**config.mk**
```make
export PLATFORM = sky130hd
export DESIGN_NAME = stream_packer
export DESIGN_NICKNAME = d
export VERILOG_FILES = /design/src/rtl/stream_packer.sv
export SDC_FILE = /design/constraint.sdc
export NUM_CORES = 1
export LEC_CHECK = 0
export ABC_AREA = 1
export ABC_CLOCK_PERIOD_IN_PS = 4200
export BUFFER_PORTS_ARGS = -buffer_cell sky130_fd_sc_hd__buf_2
export CAP_MARGIN = 15
export CORE_MARGIN = 2
export CORE_UTILIZATION = 58
export DETAILED_ROUTE_END_ITERATION = 8
export PLACE_DENSITY = 0.79
export SYNTH_ARGS = -nofsm -noshare
export SYNTH_HDL_FRONTEND = slang
export SYNTH_SLANG_ARGS = --single-unit
```
**constraint.sdc**
```tcl
create_clock -name clk -period 4.2 [get_ports clk]
set_clock_uncertainty 0.1 [all_clocks]
set_input_delay 0 -clock clk [delete_from_list [all_inputs] [get_ports clk]]
set_output_delay 0 -clock clk [all_outputs]
set_load 0.01 [all_outputs]
```
**src/rtl/stream_packer.sv**
```systemverilog
// stream_packer: narrow-to-wide valid/ready stream packer.
// Gathers RATIO consecutive IN_WIDTH beats into one output word, or fewer when
// in_last closes a short packet. A spare-word register sits behind the output
// register so in_ready depends only on a flop (plus reset), never on out_ready.
//
// Ports:
//   clk        rising-edge clock
//   rst        synchronous active-high reset
//   in_valid   input beat valid
//   in_ready   input beat accepted when in_valid && in_ready
//   in_data    input beat (IN_WIDTH)
//   in_last    beat ends a packet, forces word emission
//   out_valid  output word valid
//   out_ready  downstream accepts the word
//   out_data   packed word, beat k at [k*IN_WIDTH +: IN_WIDTH]
//   out_keep   bit k set when beat k is populated
//   out_last   word closes a packet
module stream_packer #(
    parameter int unsigned IN_WIDTH = 8,
    parameter int unsigned RATIO    = 4
) (
    input  logic                      clk,
    input  logic                      rst,
    input  logic                      in_valid,
    output logic                      in_ready,
    input  logic [IN_WIDTH-1:0]       in_data,
    input  logic                      in_last,
    output logic                      out_valid,
    input  logic                      out_ready,
    output logic [IN_WIDTH*RATIO-1:0] out_data,
    output logic [RATIO-1:0]          out_keep,
    output logic                      out_last
);

    localparam int unsigned OUT_WIDTH = IN_WIDTH * RATIO;
    localparam int unsigned CW        = $clog2(RATIO);

    // Accumulator
    logic [OUT_WIDTH-1:0] acc_data_q, acc_data_d;
    logic [RATIO-1:0]     acc_keep_q, acc_keep_d;
    logic [CW-1:0]        cnt_q, cnt_d;

    // Spare word register
    logic                 acc_full_q, acc_full_d;
    logic [OUT_WIDTH-1:0] spare_data_q, spare_data_d;
    logic [RATIO-1:0]     spare_keep_q, spare_keep_d;
    logic                 spare_last_q, spare_last_d;

    // Output register
    logic                 out_valid_q, out_valid_d;
    logic [OUT_WIDTH-1:0] out_data_q, out_data_d;
    logic [RATIO-1:0]     out_keep_q, out_keep_d;
    logic                 out_last_q, out_last_d;

    // Accumulator merged with the current beat
    logic [OUT_WIDTH-1:0] word_data;
    logic [RATIO-1:0]     word_keep;
    logic                 accept;
    logic                 complete;

    // in_ready comes from the spare-full flop only; reset forces it low
    assign in_ready  = !acc_full_q && !rst;
    assign out_valid = out_valid_q;
    assign out_data  = out_data_q;
    assign out_keep  = out_keep_q;
    assign out_last  = out_last_q;

    // Next-state logic for accumulator, spare and output registers
    always_comb begin
        acc_data_d   = acc_data_q;
        acc_keep_d   = acc_keep_q;
        cnt_d        = cnt_q;
        acc_full_d   = acc_full_q;
        spare_data_d = spare_data_q;
        spare_keep_d = spare_keep_q;
        spare_last_d = spare_last_q;
        out_valid_d  = out_valid_q;
        out_data_d   = out_data_q;
        out_keep_d   = out_keep_q;
        out_last_d   = out_last_q;
        word_data    = acc_data_q;
        word_keep    = acc_keep_q;

        for (int unsigned k = 0; k < RATIO; k++) begin
            if (cnt_q == CW'(k)) begin
                word_data[k*IN_WIDTH +: IN_WIDTH] = in_data;
                word_keep[k]                      = 1'b1;
            end
        end

        accept   = in_valid && in_ready;
        complete = accept && (in_last || (cnt_q == CW'(RATIO - 1)));

        // Accumulator: clear lanes on completion so short words read 0 above the last lane
        if (accept) begin
            if (complete) begin
                acc_data_d = '0;
                acc_keep_d = '0;
                cnt_d      = '0;
            end else begin
                acc_data_d = word_data;
                acc_keep_d = word_keep;
                cnt_d      = cnt_q + CW'(1);
            end
        end

        // Word routing; no accept can happen while the spare is full
        if (acc_full_q) begin
            if (out_ready) begin
                out_valid_d = 1'b1;
                out_data_d  = spare_data_q;
                out_keep_d  = spare_keep_q;
                out_last_d  = spare_last_q;
                acc_full_d  = 1'b0;
            end
        end else if (complete) begin
            if (!out_valid_q || out_ready) begin
                out_valid_d = 1'b1;
                out_data_d  = word_data;
                out_keep_d  = word_keep;
                out_last_d  = in_last;
            end else begin
                spare_data_d = word_data;
                spare_keep_d = word_keep;
                spare_last_d = in_last;
                acc_full_d   = 1'b1;
            end
        end else if (out_ready) begin
            out_valid_d = 1'b0;
        end
    end

    // State registers with synchronous reset
    always_ff @(posedge clk) begin
        if (rst) begin
            acc_data_q   <= '0;
            acc_keep_q   <= '0;
            cnt_q        <= '0;
            acc_full_q   <= 1'b0;
            spare_data_q <= '0;
            spare_keep_q <= '0;
            spare_last_q <= 1'b0;
            out_valid_q  <= 1'b0;
            out_data_q   <= '0;
            out_keep_q   <= '0;
            out_last_q   <= 1'b0;
        end else begin
            acc_data_q   <= acc_data_d;
            acc_keep_q   <= acc_keep_d;
            cnt_q        <= cnt_d;
            acc_full_q   <= acc_full_d;
            spare_data_q <= spare_data_d;
            spare_keep_q <= spare_keep_d;
            spare_last_q <= spare_last_d;
            out_valid_q  <= out_valid_d;
            out_data_q   <= out_data_d;
            out_keep_q   <= out_keep_d;
            out_last_q   <= out_last_d;
        end
    end

endmodule

```
==> results.tsv <==
stage	metric	value	unit
setup_path	Crit path required time	4540	ps
logic_synthesis	Yosys cell types	22	
status	status	complete, no violations	
clocking	CTS tree	built	
die	num ports	52	
setup_path	Worst Setup Path Type	reg -> reg	
setup_path	worst stage delay on the critical path	810	ps
drt	Post-Route WL	11930	µm
timing	Rel. slew slack	28.36	%
grt	Overflow after GRT	0	
timing	Period minus WS final	2610	ps
setup_path	critical path, cell by cell	ha_1 > inv_2 > nand2_4 > nand3_4 > nor2_4 > nand2_1 > a21oi_1	
drt	1st-pass router iterations	7	
placed_design	PortBufs	51	
clocking	htree depth	4	
logic_synthesis	number of synthesized flops with an enable pin	0	
setup_path	Critical Path AT	2950	ps
final_layout	share of cells above drive strength 1	11.95	%
logic_synthesis	post-synthesis cell type with the largest combined area	dfxtp_1	
clocking	clock latency on the worst-skew pair	510	ps
clocking	clk sink count	114	
grt	vias in the first global route	4375	
logic_synthesis	post-synthesis cell area	5140	µm²
final_layout	number of antenna diodes	0	
clocking	CTS max path bufs	2	
drt	total number of vias	4705	
timing	final setup vio count	0	
logic_synthesis	Seq cells post-synth	114	
logic_synthesis	ys async rst share	0	%
final_layout	NumNets Final	824	
timing	final setup margin	1590	ps
grt	largest net degree at the start of global routing	74	
logic_synthesis	sequential area share after synthesis	44.40	%
pwr	Pleak	2.760	nW
setup_path	Critical Path End Type	flip-flop	
drt	DR vias/cell	5.070	
pwr	power density over the cells	465.0	nW/µm²
timing	RSZ-0062 raised after global routing	no	
timing	setup TNS	0	ps
clocking	total CTS buffers	17	
clocking	Worst-path clk slew	60	ps
placed_design	DPL Wire Length	6874	µm
final_layout	synth-to-layout area growth	16.36	%
timing	fin crit share	62.14	%
clocking	Root Buffer	clkbuf_8	
die	Chip Height	98.14	µm
drt	DR iter-0 viols	300	
timing	Max Fclk	383.1	MHz
logic_synthesis	Synth Area per Inst	6.658	µm²
logic_synthesis	Post-synth top cells	nand2_1 (261), dfxtp_1 (114), nor2_1 (107)	
die	core area	8636	µm²
setup_path	CP bufs+invs	1	
die	row cnt	34	
die	Initial Util	59.52	%
grt	initial antenna violation count	0	
setup_path	cell family with most CP delay	simple AND/OR/NAND/NOR gates	
drt	DRC viols	0	
placed_design	GPL Wtd Cong	0.7937	
logic_synthesis	Synth area leaders	dfxtp_1 (44%), nand2_1 (19%), nor2_1 (7.8%)	
grt	first-pass GRT wire length	19740	µm
setup_path	CP max stage cell	nor2_4	
placed_design	placed cells	887	
drt	Antenna Violating Nets Remaining	0	
logic_synthesis	top cell type's share of synthesized area	44.40	%
die	die extent in x	98.14	µm
timing	worst slew pin tran	1072	ps
logic_synthesis	most common cell in the synthesized netlist	nand2_1	
drt	Wirelength per Cell	12.85	µm
placed_design	pre-CTS setup slack	1423	ps
die	DIE AREA	9630	µm²
min_path	Hold Path Class	in -> reg	
setup_path	crit-path max FO	45	
logic_synthesis	YS warnings	0	
final_layout	Final Non-Filler Cells	928	
job	total of max-cap violations	0	
logic_synthesis	syn nets	789	
grt	All-Layer GR Usage	25.24	%
timing	Final Hold Fails	0	
logic_synthesis	top_reg_cell synth	dfxtp_1	
timing	Final Slew Violations	0	
setup_path	Critical Path Source Type	flip-flop	
logic_synthesis	Mapped Cells	772	
pwr	IR drop worst, VDD	0.0003098	V
[per-stage QoR]
step	power (mW)	hold slack [ps]	area [µm²]	util, %
after floorplan	1.312	34.90	5140	-
after global placement	1.364	144.4	5288	61.23
after detailed placement	1.370	150.7	5288	61.23
after CTS	2.789	0.6668	5961	69.02
after global routing	2.883	49.64	5981	69.26
final	2.781	17.82	5981	69.26
[sequential cells by signal, summed over array words and instances (netlist names)]
name and cells:
out_last 1, spare_keep_q 4, acc_full_q 1, cnt_q 2
spare_last_q 1, out_valid 1, acc_data_q 32, spare_data_q 32
out_data 32, out_keep 4, acc_keep_q 4
[layout by cell type, fill, tap and decap left out]
cell             n
nand2_1        261
dfxtp_1        113
nor2_1         107
inv_1           86
o21ai_0         69
a21oi_1         60
buf_2           51
clkbuf_16       16
dlygate4sd3_1    8
nand3_1          6
buf_4            5
a21boi_0         4
ha_1             4
clkinvlp_4       4
clkinv_2         3
bufinv_16        3
clkinv_4         3
nor2_8           2
inv_2            2
nand2_2          2
clkbuf_8         2
nand2_4          1
nand3_4          1
nor2_4           1
clkinv_1         1
o21ai_1          1
a211oi_1         1
dfxtp_2          1
clkbuf_1         1
buf_12           1
[tightest hold or removal path, stage by stage]
cell and delay [ps]:
buf_2 80, inv_1 100, nand2_1 80, o21ai_0 100, inv_1 80, nand2_1 50
a21oi_1 110
[repair_timing]
action | 4_1_cts | 5_1_grt
resized for setup | 0 | 0
setup buffers | 0 | 0
hold buffers | 8 | 0
endpoints found under the hold margin | 41 | 0
[cells by family after synthesis]
| group | Yosys count | share of synthesized area, % |
|---|---|---|
| buf+inv | 138 | 11.98 |
| fa+ha+maj | 4 | 0.9737 |
| compound gates | 135 | 13.39 |
| simple gates | 381 | 29.26 |
| flops | 114 | 44.40 |
[final timing paths]
kind | startpoint | endpoint | slack, ps | cells after the start
setup / recovery | cnt_q[0] | spare_data_q[19] | 1590 | 7
hold / removal | in_data[3] | acc_data_q[19] | 20 | 7
setup reg to reg | cnt_q[0] | spare_data_q[19] | 1590 | 7
hold reg to reg | acc_data_q[24] | acc_data_q[24] | 320 | 2
[layer usage]
metal	vias up	global-route usage (%)	share of wire (%)
met2	136	44.68	50
met1	2119	30.11	43
li1	2430	-	-
met4	0	10.33	1.6
met3	20	4.796	5.0
met5	-	0	0
[final cells by class]
type | instances | area [µm²]
fillers | 699 | 2655
flip-flops and latches | 114 | 2283
multi-input cells | 520 | 2242
clock buffers | 19 | 431.7
repair buffers | 65 | 392.9
inverters | 89 | 334.1
clock inverters | 13 | 161.4
well taps | 108 | 135.1
[power breakdown]
group / leakage, nW / switching, mW / total [mW] / internal, mW
sequential: 0.924 / 0.0134 / 1.13 / 1.11
combinational: 1.56 / 0.156 / 0.232 / 0.0762
clock: 0.280 / 0.507 / 1.42 / 0.917
total: 2.76 / 0.676 / 2.78 / 2.10
Power figures use the tool's default switching activity.
